## config.mk

```make
export PLATFORM = sky130hd
export DESIGN_NAME = pattern_scan_unit
export DESIGN_NICKNAME = d
export VERILOG_FILES = /design/src/rtl/pattern_scan_unit.sv
export SDC_FILE = /design/constraint.sdc
export NUM_CORES = 1
export LEC_CHECK = 0
export CAP_MARGIN = 20
export CORE_ASPECT_RATIO = 0.7
export CORE_UTILIZATION = 50
export CTS_CLUSTER_DIAMETER = 30
export DETAILED_ROUTE_END_ITERATION = 12
export PLACE_DENSITY_LB_ADDON = 0.05
export SKIP_CTS_REPAIR_TIMING = 1
export SLEW_MARGIN = 0
export SYNTH_ARGS = -nofsm -noshare
export SYNTH_HDL_FRONTEND = slang
export SYNTH_SLANG_ARGS = --single-unit
```

## constraint.sdc

```tcl
create_clock -name clk -period 6.4 [get_ports clk]
set_input_delay 1.28 -clock clk [delete_from_list [all_inputs] [get_ports clk]]
set_output_delay 1.28 -clock clk [all_outputs]
set_load 0.05 [all_outputs]
```

## src/rtl/pattern_scan_unit.sv

```systemverilog
// pattern_scan_unit
//   Reads NBYTES bytes from a synchronous data memory, starting at BASE_ADDR,
//   and counts occurrences of a masked PAT_W-bit pattern three ways:
//     cnt_inbyte - matching windows lying wholly inside one byte
//     cnt_bytes  - bytes holding at least one in-byte match
//     cnt_cross  - matches over the continuous bit stream (byte 0 first,
//                  bit 7 first), so windows spanning byte boundaries count too
//   All windows of a byte are evaluated in parallel in the cycle its data
//   returns. Every counter saturates instead of wrapping.
// Ports
//   clk, reset         : clock, synchronous active-high reset
//   start              : run request, only looked at in IDLE
//   pat, mask          : pattern and per-bit compare enable, captured at start
//   rd_en, rd_addr     : memory read strobe and address
//   rd_data            : memory data, valid the cycle after rd_en
//   cnt_inbyte/bytes/cross : result counters, held after done
//   busy, done         : run in progress / one-cycle completion pulse
module pattern_scan_unit #(
  parameter int PAT_W     = 5,
  parameter int NBYTES    = 32,
  parameter int CNT_W     = 8,
  parameter int BASE_ADDR = 0
) (
  input  logic             clk,
  input  logic             reset,
  input  logic             start,
  input  logic [PAT_W-1:0] pat,
  input  logic [PAT_W-1:0] mask,
  output logic             rd_en,
  output logic [7:0]       rd_addr,
  input  logic [7:0]       rd_data,
  output logic [CNT_W-1:0] cnt_inbyte,
  output logic [CNT_W-1:0] cnt_bytes,
  output logic [CNT_W-1:0] cnt_cross,
  output logic             busy,
  output logic             done
);

  localparam int NIN = 9 - PAT_W;  // windows wholly inside a byte
  localparam int HW  = PAT_W - 1;  // stream history bits carried between bytes
  localparam logic [7:0] BASE = BASE_ADDR[7:0];
  localparam logic [7:0] LAST = 8'(NBYTES - 1);

  typedef enum logic [1:0] {IDLE, FETCH, DRAIN, FINISH} state_t;

  state_t           state_reg, state_next;
  logic [7:0]       idx_reg;
  logic [7:0]       addr_reg;
  logic [PAT_W-1:0] pat_reg, mask_reg;
  logic [HW-1:0]    hist_reg;
  logic             valid_reg;   // rd_data holds a byte of this run
  logic             first_reg;   // next accumulated byte is byte 0
  logic [CNT_W-1:0] cnt_inbyte_reg, cnt_bytes_reg, cnt_cross_reg;

  // Stream view: older history bits above the new byte. Window gi covers
  // ext[gi+PAT_W-1:gi]; windows gi < NIN touch only rd_data.
  logic [HW+7:0] ext;
  logic [7:0]    x_hit;
  logic [3:0]    n_in, n_x, inc_cross;

  assign ext = {hist_reg, rd_data};

  for (genvar gi = 0; gi < 8; gi++) begin : g_win
    assign x_hit[gi] = ((ext[gi +: PAT_W] ^ pat_reg) & mask_reg) == '0;
  end

  always_comb begin
    n_in = '0;
    n_x  = '0;
    for (int i = 0; i < 8; i++) begin
      if (i < NIN && x_hit[i]) n_in = n_in + 4'd1;
      if (x_hit[i])            n_x  = n_x + 4'd1;
    end
    // Byte 0 has no predecessor, so only its in-byte windows are real.
    inc_cross = first_reg ? n_in : n_x;
  end

  function automatic logic [CNT_W-1:0] sat_add(input logic [CNT_W-1:0] a,
                                               input logic [3:0] b);
    logic [CNT_W+3:0] s;
    s = {4'b0, a} + {{CNT_W{1'b0}}, b};
    if (s > {4'b0, {CNT_W{1'b1}}}) return '1;
    return s[CNT_W-1:0];
  endfunction

  // FSM
  always_ff @(posedge clk) begin
    if (reset) state_reg <= IDLE;
    else       state_reg <= state_next;
  end

  always_comb begin
    state_next = state_reg;
    case (state_reg)
      IDLE:    if (start) state_next = FETCH;
      FETCH:   if (idx_reg == LAST) state_next = DRAIN;
      DRAIN:   state_next = FINISH;
      FINISH:  state_next = IDLE;
      default: state_next = IDLE;
    endcase
  end

  // Datapath
  always_ff @(posedge clk) begin
    if (reset) begin
      idx_reg        <= '0;
      addr_reg       <= BASE;
      pat_reg        <= '0;
      mask_reg       <= '0;
      hist_reg       <= '0;
      valid_reg      <= 1'b0;
      first_reg      <= 1'b0;
      cnt_inbyte_reg <= '0;
      cnt_bytes_reg  <= '0;
      cnt_cross_reg  <= '0;
    end else begin
      valid_reg <= (state_reg == FETCH);
      case (state_reg)
        IDLE: if (start) begin
          pat_reg        <= pat;
          mask_reg       <= mask;
          idx_reg        <= '0;
          addr_reg       <= BASE;
          hist_reg       <= '0;
          first_reg      <= 1'b1;
          cnt_inbyte_reg <= '0;
          cnt_bytes_reg  <= '0;
          cnt_cross_reg  <= '0;
        end
        FETCH: if (idx_reg != LAST) begin
          idx_reg  <= idx_reg + 8'd1;
          addr_reg <= addr_reg + 8'd1;
        end
        default: ;
      endcase
      // valid_reg is never set in IDLE, so this cannot collide with the clear.
      if (valid_reg) begin
        cnt_inbyte_reg <= sat_add(cnt_inbyte_reg, n_in);
        cnt_bytes_reg  <= sat_add(cnt_bytes_reg, {3'b0, |x_hit[NIN-1:0]});
        cnt_cross_reg  <= sat_add(cnt_cross_reg, inc_cross);
        hist_reg       <= rd_data[HW-1:0];
        first_reg      <= 1'b0;
      end
    end
  end

  assign rd_en      = (state_reg == FETCH);
  assign rd_addr    = addr_reg;
  assign busy       = (state_reg == FETCH) || (state_reg == DRAIN);
  assign done       = (state_reg == FINISH);
  assign cnt_inbyte = cnt_inbyte_reg;
  assign cnt_bytes  = cnt_bytes_reg;
  assign cnt_cross  = cnt_cross_reg;

endmodule

```

==> impl_metrics.csv, run 1 <==
group,metric,value,unit
global_route,globalRouteOverflowTotal,0,
global_route,wire_length_of_the_first_global_routing_pass,17.5,mm
synth,yosys.area.top_type,"dfxtp_1",
route,post_drt_via_cell_ratio,5.56,
floorplanning,die_x,110,µm
floorplanning,fp.dieH,77.8,µm
route,initialDrtViolationCount,283,
place,place_worst_setup_slack,-748,ps
synth,synth.top_cells.by_count,"dfxtp_1, nand2_1, xor2_1, a21oi_1, nor2_1",
synth,synth_edf_count,0,
critical_path,worst_path_max_delay_cell,"ha_1",
synth,yosys-mux-area-fraction,0.976,%
floorplanning,io_pins,56,
cts,cts_sinks,58,
critical_path,crit_path_max_fanout,4,
cts,root_buffer,"clkbuf_16",
cts,ctsLongestPathBuffers,2,
route,firstDrtPassIters,5,
sta,peak_clock_frequency_supported_by_timing,160,MHz
critical_path,critical_path.startpoint,"rd_data[4]",
route,drt-wirelength-per-cell,15.8,µm
critical_path,worstPathBufferInverterCount,6,
floorplanning,placeable_core_region,7910,µm²
synth,synth_xor_xnor_area_share,15.9,%
global_route,initial_antenna_violation_count,0,
synth,synth_simple_gate_area_share,19.9,%
sta,clock_skew,4.82,ps
global_route,grt_max_degree,56,
sta,fin_tns_setup,0,ps
cts,cts_made_buffers,9,
synth,largest_family_of_logic_cells_by_synthesized_area,"compound AO/OA/AOI/OAI gates",
floorplanning,die_area,8580,µm²
critical_path,regToRegStartpoint,"pat_reg[2]$_SDFFE_PP0P_",
final_layout,antennaDiodeCount,0,
cts,h_tree_depth,3,
cts,tritoncts,"yes",
critical_path,critical_path.startpoint_type,"primary input",
status,status,"finished clean",
global_route,track_usage,26.0,%
synth,yosys.cell_count.top_type,"dfxtp_1",
synth,yosysSeqAreaShare,28.3,%
route,remaining_drc_errors,0,
min_path,timing.hold.worst.class,"reg2reg",
sta,drv_slew,0,
cts,cts.reportedPaths.clkPinSlew,50,ps
synth,synth.ff_latch_count,58,
final_layout,drive_above_1_share,18.2,%
synth,syn-cell-area,4100,µm²
route,detailroute.via_count,3868,
synth,synth_fp_nets,549,
final_layout,nNetsFinal,637,
sta,hold_viol_final,0,
critical_path,critPathRequiredTime,6650,ps
floorplanning,floorplan.initialDensity,51.9,%
place,dp_hpwl,7.52,mm
synth,synth_top_cells_by_area,"dfxtp_1, xor2_1, ha_1",
synth,async_flop_share,0,%
sta,worst_slew_margin_rel,31.5,%
sta,finalCriticalPeriod,6260,ps
critical_path,worst-endpoint-arrival,6500,ps
sta,post-route-period-util,97.8,%
sta,worst_setup_slack_final,143,ps
final_layout,finish.instance_area,5460,µm²
sta,setup_violations,0,
route,drtAntennaViolNets,0,
critical_path,timing_worst_setup_path_type,"in2reg",
final_layout,final.fill_count,655,
synth,syn-mean-instance-area,8.16,µm²
sta,whs,484,ps
synth,synth-adder-area-share,8.48,%
job,drv.max_cap_violation_count,0,
critical_path,crit_path_frequent_cell,"buf_4",
synth,total_of_warnings_raised_by_yosys,0,
critical_path,crit_path_end_kind,"flop",
place,placement.cell_area,5030,µm²
critical_path,worst_path_dominant_cell_family,"simple AND/OR/NAND/NOR gates",
min_path,hold_path.startpoint,"rd_addr[7]$_SDFFE_PP0P_",
critical_path,critPathMaxStageDelay,290,ps
floorplanning,row_count,27,
route,totalWireLength,11.0,mm
final_layout,syn2layout_area_growth,33.0,%
synth,synthesis.instances,503,
cts,worst_skew_late_latency,320,ps
synth,synth_ff_type,"dfxtp_1",
global_route,vias_in_the_first_global_route,3537,
synth,synth-compound-area-share,21.4,%
place,gp_congestion,0.814,
synth,yosys.cell_types.count,62,
place,io_buffer_count,55,
sta,worst-slew-pin-transition,1030,ps
synth,synth_top_cell_area_share,28.3,%
-- worst min-delay path: stages (launching register included) --
cell and delay [ps]:
dfxtp_1 310, o21ai_0 70, a21oi_1 60
-- worst paths after layout --
path / cells after the start / endpoint / slack [ps]
min: 2 / rd_addr[7]$_SDFFE_PP0P_ / 480
max: 31 / cnt_cross[6]$_SDFFE_PP0P_ / 140
max reg2reg: 31 / cnt_cross[6]$_SDFFE_PP0P_ / 770
min reg2reg: 2 / rd_addr[7]$_SDFFE_PP0P_ / 480
-- per-stage QoR --
step	util, %	instances
after CTS	67.0	691
final	69.0	696
after floorplan	-	503
after global placement	63.6	676
after detailed placement	63.6	676
after global routing	69.0	696
-- final cells by class --
cell class              count  area (µm²)  area share [%]
clock buffers              13         250            4.59
well taps                 101         126            2.32
multi-input cells         396        2880            52.8
clock inverters             2        13.8           0.252
repair buffers            111         966            17.7
flip-flops and latches     58        1160            21.3
inverters                  15        56.3            1.03
-- cells in the final DEF, fill, tap and decap left out, types with 3 or more instances in the layout --
cell and n:
clkbuf_16 9, nor2b_1 9, ha_1 17, and3_1 10, or3_1 4, nor2_1 41, clkdlybuf4s50_1 48, a211oi_1 7
clkbuf_2 3, nand3_1 10, nand2_1 50, dfxtp_1 58, inv_1 13, xnor2_1 9, buf_4 56, o21ai_0 15
a222oi_1 6, a21o_1 9, dlymetal6s2s_1 4, a22oi_1 13, nor3_1 6, clkbuf_1 3, nand2b_1 6, nand4_1 11
a21oi_2 3, a311oi_1 6, a21oi_1 41, and2_1 4, mux2i_1 4, nand3b_1 3, ha_4 4, xor2_1 49
-- metal layers --
metal	share of wire, %	wire [µm]	global-route usage, %
met5	0	0	0
met4	0.45	49	6.58
met3	4.5	494	6.22
met2	44	4850	37.5
met1	51	5580	38.2
-- cells by family after synthesis --
group,Yosys count
flops,58
compound gates,130
other cells,1
mux,4
xor+xnor,66
simple gates,168
buf+inv,49
fa+ha+maj,27
Power of run 1 is not shown: default switching activity piles up to over one toggle a cycle in this logic, so the estimate is an artifact.
==> run 2, diff against run 1 <==
--- a/config.mk
+++ b/config.mk
@@ -5,9 +5,8 @@
 export SDC_FILE = /design/constraint.sdc
 export NUM_CORES = 1
 export LEC_CHECK = 0
-export CAP_MARGIN = 20
 export CORE_ASPECT_RATIO = 0.7
-export CORE_UTILIZATION = 50
+export CORE_UTILIZATION = 60
 export CTS_CLUSTER_DIAMETER = 30
 export DETAILED_ROUTE_END_ITERATION = 12
 export PLACE_DENSITY_LB_ADDON = 0.05
==> constraint.sdc (replaced) <==
create_clock -name clk -period 7.9 [get_ports clk]
set_input_delay 1.58 -clock clk [delete_from_list [all_inputs] [get_ports clk]]
set_output_delay 1.58 -clock clk [all_outputs]
set_load 0.05 [all_outputs]
==> run 2 against run 1 <==
Against the previous run:
- count of clock-buffer cells in the layout fell by 3
- critical path depth fell by 2
- global-route usage rose by 4.6 points
- non-clock buffer count fell by 50
- flip-flop and latch count did not move
- clock skew rose by 9.2 ps
- die area fell by 16%
==> impl_metrics.csv, run 2 (synthesis results as in run 1) <==
group,metric,value,unit
route,post_drt_via_cell_ratio,5.94,
floorplanning,io_pins,56,
final_layout,nNetsFinal,587,
floorplanning,fp.dieH,71.2,µm
place,place_worst_setup_slack,-76.0,ps
sta,worst-slew-pin-transition,1070,ps
critical_path,crit_path_frequent_cell,"ha_1",
final_layout,antennaDiodeCount,0,
critical_path,crit_path_end_kind,"flop",
critical_path,critPathRequiredTime,8120,ps
sta,setup_violations,0,
final_layout,commonest_cells_after_routing_fill_and_taps_aside,"dfxtp_1, clkdlybuf4s50_1, nand2_1",
cts,worst_skew_late_latency,340,ps
sta,finalCriticalPeriod,7540,ps
status,status,"finished clean",
sta,peak_clock_frequency_supported_by_timing,133,MHz
critical_path,worst-endpoint-arrival,7770,ps
sta,fin_tns_setup,0,ps
place,io_buffer_count,55,
critical_path,critical_path.startpoint_type,"primary input",
global_route,track_usage,30.5,%
final_layout,drive_above_1_share,6.59,%
route,initialDrtViolationCount,244,
global_route,wire_length_of_the_first_global_routing_pass,17.3,mm
job,drv.max_cap_violation_count,0,
place,gp_congestion,0.963,
final_layout,final.fill_count,492,
final_layout,layout_commonest_cell,"dfxtp_1",
critical_path,critPathMaxStageDelay,600,ps
sta,hold_viol_final,0,
critical_path,timing_worst_setup_path_type,"in2reg",
sta,post-route-period-util,95.5,%
global_route,initial_antenna_violation_count,0,
sta,drv_slew,0,
sta,worst_slew_margin_rel,28.3,%
global_route,vias_in_the_first_global_route,3629,
sta,rsz_0062_raised_after_global_routing,"false",
cts,cts.reportedPaths.clkPinSlew,80,ps
cts,cts_made_buffers,9,
route,remaining_drc_errors,0,
critical_path,worstPathBufferInverterCount,1,
route,totalWireLength,10.3,mm
cts,root_buffer,"clkbuf_8",
min_path,timing.hold.worst.class,"reg2reg",
sta,clock_skew,14.0,ps
critical_path,crit_path_max_fanout,6,
route,drtAntennaViolNets,0,
cts,tritoncts,"yes",
final_layout,final_util,76.8,%
global_route,globalRouteOverflowTotal,0,
cts,h_tree_depth,3,
route,drt-wirelength-per-cell,16.2,µm
route,detailroute.via_count,3786,
sta,worst_setup_slack_final,356,ps
route,firstDrtPassIters,7,
floorplanning,die_area,7180,µm²
floorplanning,die_x,101,µm
floorplanning,row_count,24,
floorplanning,floorplan.initialDensity,63.9,%
floorplanning,placeable_core_region,6430,µm²
cts,ctsLongestPathBuffers,2,
global_route,grt_max_degree,56,
critical_path,worst_path_max_delay_cell,"clkdlybuf4s50_1",
cts,cts_sinks,58,
place,dp_hpwl,7.15,mm
final_layout,syn2layout_area_growth,20.2,%
critical_path,worst_path_dominant_cell_family,"compound AO/OA/AOI/OAI gates",
[run 2: changes by cell type in the layout (fill, tap and decap cells not counted), sizes merged]
cell	previous run	this run
buf	56	6
bufinv	0	3
clkbuf	16	10
clkdlybuf4s50	48	54
clkinv	2	1
clkinvlp	0	1
dlymetal6s2s	4	1
inv	15	16
[run 2: metal layers]
layer  wire length, µm  vias up  global-route usage [%]
li1                  -     1853                       -
met1              4930     1802                    42.3
met3               614        6                    6.82
met2              4680      125                    48.6
met4                67        0                    7.09
met5                 0        -                       0
[run 2: layout make-up]
| type | count | area, µm² | area share (%) |
|---|---|---|---|
| Timing Repair Buffer | 61 | 598 | 12.1 |
| Clock inverter | 6 | 111 | 2.26 |
| Tap cell | 91 | 114 | 2.31 |
| Multi-Input combinational cell | 396 | 2750 | 55.8 |
| Clock buffer | 10 | 138 | 2.79 |
| Sequential cell | 58 | 1160 | 23.5 |
| Inverter | 15 | 56.3 | 1.14 |
[run 2: stage by stage]
stage / cell area (µm²) / instances / hold WS, ps
floorplan: 4100 / 503 / 458
global placement: 4670 / 621 / 470
detailed placement: 4670 / 621 / 480
CTS: 4910 / 637 / 489
global route: 4930 / 637 / 517
finish: 4930 / 637 / 490
[run 2: worst min-delay path: stages, from the launching register on]
cell     delay (ps)
dfxtp_1         320
o21ai_0          70
a21oi_1          60
[run 2: worst paths after layout]
check	endpoint	cells past startpoint	slack [ps]	start
max	cnt_cross[4]$_SDFFE_PP0P_	29	360	rd_data[2]
min	rd_addr[7]$_SDFFE_PP0P_	2	490	rd_addr[7]$_SDFFE_PP0P_
max reg2reg	cnt_cross[4]$_SDFFE_PP0P_	28	1560	pat_reg[4]$_SDFFE_PP0P_
min reg2reg	rd_addr[7]$_SDFFE_PP0P_	2	490	rd_addr[7]$_SDFFE_PP0P_
Power of run 2 is left out for the same reason.
==> run 3, diff against run 2 <==
--- a/config.mk
+++ b/config.mk
@@ -5,10 +5,11 @@
 export SDC_FILE = /design/constraint.sdc
 export NUM_CORES = 1
 export LEC_CHECK = 0
-export CORE_ASPECT_RATIO = 0.7
+export CORE_ASPECT_RATIO = 0.75
 export CORE_UTILIZATION = 60
 export CTS_CLUSTER_DIAMETER = 30
 export DETAILED_ROUTE_END_ITERATION = 12
+export GPL_TIMING_DRIVEN = 0
 export PLACE_DENSITY_LB_ADDON = 0.05
 export SKIP_CTS_REPAIR_TIMING = 1
 export SLEW_MARGIN = 0
==> run 3 against run 2 <==
Against the previous run:
- wire length is 1.3% lower
- via count is 2.6% higher
- utilization is 0.67 points lower
- non-clock buffer count is 25 higher
- setup slack better by 220 ps
- hold slack worse by 2.3 ps
- clock skew is 0.78 ps lower
- cell area is 0.61% lower
- fmax is 3.0% higher
- flip-flop and latch count stayed put
- first-iteration DRC count is 15% lower
==> impl_metrics.csv, run 3 (synthesis results as in run 1) <==
group,metric,value,unit
status,status,"finished clean",
final_layout,layout_commonest_cell,"dfxtp_1",
floorplanning,io_pins,56,
critical_path,crit_path_end_kind,"flop",
route,post_drt_via_cell_ratio,5.97,
final_layout,commonest_cells_after_routing_fill_and_taps_aside,"dfxtp_1, nand2_1, xor2_1",
final_layout,antennaDiodeCount,0,
cts,worst_skew_late_latency,350,ps
power_and_ir_drop,max-vdd-ir-drop,334,µV
floorplanning,die_x,97.5,µm
min_path,hold_path_end,"rd_addr[7]$_SDFFE_PP0P_",
critical_path,worst-endpoint-arrival,7550,ps
cts,tritoncts,"yes",
place,dp_hpwl,7.38,mm
critical_path,cp_num_cells,30,
route,drt-wirelength-per-cell,15.6,µm
route,initialDrtViolationCount,208,
final_layout,nNetsFinal,612,
sta,peak_clock_frequency_supported_by_timing,137,MHz
sta,finalCriticalPeriod,7330,ps
global_route,grt_max_degree,11,
cts,h_tree_depth,3,
route,firstDrtPassIters,5,
route,remaining_drc_errors,0,
sta,worst_slew_margin_rel,47.3,%
route,totalWireLength,10.2,mm
sta,post-route-period-util,92.7,%
sta,setup_violations,0,
global_route,initial_antenna_violation_count,0,
critical_path,critical_path.startpoint_type,"primary input",
critical_path,regToRegStartpoint,"mask_reg[4]$_SDFFE_PP0P_",
min_path,hold-path-cell-count,2,
job,drv.max_cap_violation_count,0,
critical_path,critPathRequiredTime,8120,ps
place,gp_congestion,0.891,
sta,hold_viol_final,0,
sta,rsz_0062_raised_after_global_routing,"false",
place,io_buffer_count,50,
final_layout,syn2layout_area_growth,19.5,%
floorplanning,row_count,25,
floorplanning,die_area,7180,µm²
floorplanning,floorplan.initialDensity,63.7,%
sta,worst-slew-pin-transition,791,ps
critical_path,crit_path_max_fanout,6,
cts,ctsLongestPathBuffers,2,
final_layout,drive_above_1_share,6.85,%
power_and_ir_drop,total_leakage_power,2.01,nW
floorplanning,fp.dieH,73.6,µm
critical_path,crit_path_frequent_cell,"ha_1",
route,detailroute.via_count,3883,
critical_path,worst_path_max_delay_cell,"clkdlybuf4s50_1",
cts,cts.reportedPaths.clkPinSlew,70,ps
min_path,hold_path.startpoint,"rd_addr[7]$_SDFFE_PP0P_",
global_route,globalRouteOverflowTotal,0,
min_path,timing.hold.worst.class,"reg2reg",
critical_path,timing.reg2reg.worst_path_depth,28,
global_route,vias_in_the_first_global_route,3612,
global_route,track_usage,29.0,%
critical_path,worstPathBufferInverterCount,2,
place,place_worst_setup_slack,-94.4,ps
route,drtAntennaViolNets,0,
sta,drv_slew,0,
sta,fin_tns_setup,0,ps
final_layout,final.fill_count,497,
critical_path,critPathMaxStageDelay,560,ps
sta,clock_skew,13.2,ps
floorplanning,placeable_core_region,6440,µm²
cts,root_buffer,"clkbuf_8",
power_and_ir_drop,p_per_area,533,nW/µm²
critical_path,timing.reg2reg.setup_slack,1680,ps
cts,cts_sinks,58,
sta,worst_setup_slack_final,575,ps
critical_path,reg2reg_to,"cnt_cross[5]$_SDFFE_PP0P_",
critical_path,timing_worst_setup_path_type,"in2reg",
cts,cts_made_buffers,9,
critical_path,worst_path_dominant_cell_family,"compound AO/OA/AOI/OAI gates",
global_route,wire_length_of_the_first_global_routing_pass,16.8,mm
==> run 3: cell count changes in the layout (fill, tap and decap cells not counted), sizes merged <==
cell	change
inv	-1
bufinv	-3
clkdlybuf4s50	-5
clkinv	+1
buf	+8
clkbuf	+23
==> run 3: power by group <==
group	total, mW	switching, mW	internal (mW)
Sequential	0.363	0.0317	0.331
Clock	0.234	0.116	0.118
Combinational	2.02	1.14	0.877
Total	2.61	1.29	1.33
==> run 3: layout make-up <==
| cell class | instances | area (µm²) | share of cell area (%) |
|---|---|---|---|
| plain buffers | 34 | 148 | 3.01 |
| repair buffers | 52 | 518 | 10.6 |
| flip-flops and latches | 58 | 1160 | 23.7 |
| clock buffers | 11 | 141 | 2.88 |
| clock inverters | 3 | 17.5 | 0.357 |
| inverters | 15 | 56.3 | 1.15 |
| multi-input cells | 396 | 2760 | 56.3 |
| well taps | 81 | 101 | 2.07 |
==> run 3: through the flow <==
stage / cell area (µm²) / total power, mW / util [%] / hold slack (ps) / std cells
after floorplan: 4100 / 1.95 / - / 458 / 503
after global placement: 4710 / 2.25 / 73.0 / 466 / 634
after detailed placement: 4710 / 2.33 / 73.0 / 481 / 634
after CTS: 4860 / 2.57 / 75.5 / 492 / 648
after global routing: 4900 / 2.83 / 76.1 / 527 / 650
final: 4900 / 2.61 / 76.1 / 488 / 650
==> run 3: how the worst max path moves through the flow <==
| stage | from | to | slack (ps) |
|---|---|---|---|
| floorplan | rd_data[3] | cnt_cross[5]$_SDFFE_PP0P_ | 1030 |
| global placement | rd_data[2] | cnt_cross[5]$_SDFFE_PP0P_ | 50 |
| detailed placement | rd_data[2] | cnt_cross[5]$_SDFFE_PP0P_ | -90 |
| CTS | rd_data[2] | cnt_cross[5]$_SDFFE_PP0P_ | 230 |
| global route | rd_data[1] | cnt_cross[5]$_SDFFE_PP0P_ | 60 |
| finish | rd_data[1] | cnt_cross[5]$_SDFFE_PP0P_ | 570 |
==> run 3: worst min-delay path: cells and delay by family (launching register included) <==
family | cells | cell delay [ps]
AO/OA/AOI/OAI | 2 | 130
flip-flops | 1 | 310
==> run 3: routing by layer <==
layer	global-route usage, %	wire length (µm)
met1	39.5	4830
met2	48.6	4610
met3	4.28	554
met4	8.33	165
met5	0	0
No activity file was read; power rests on OpenSTA's default activity.
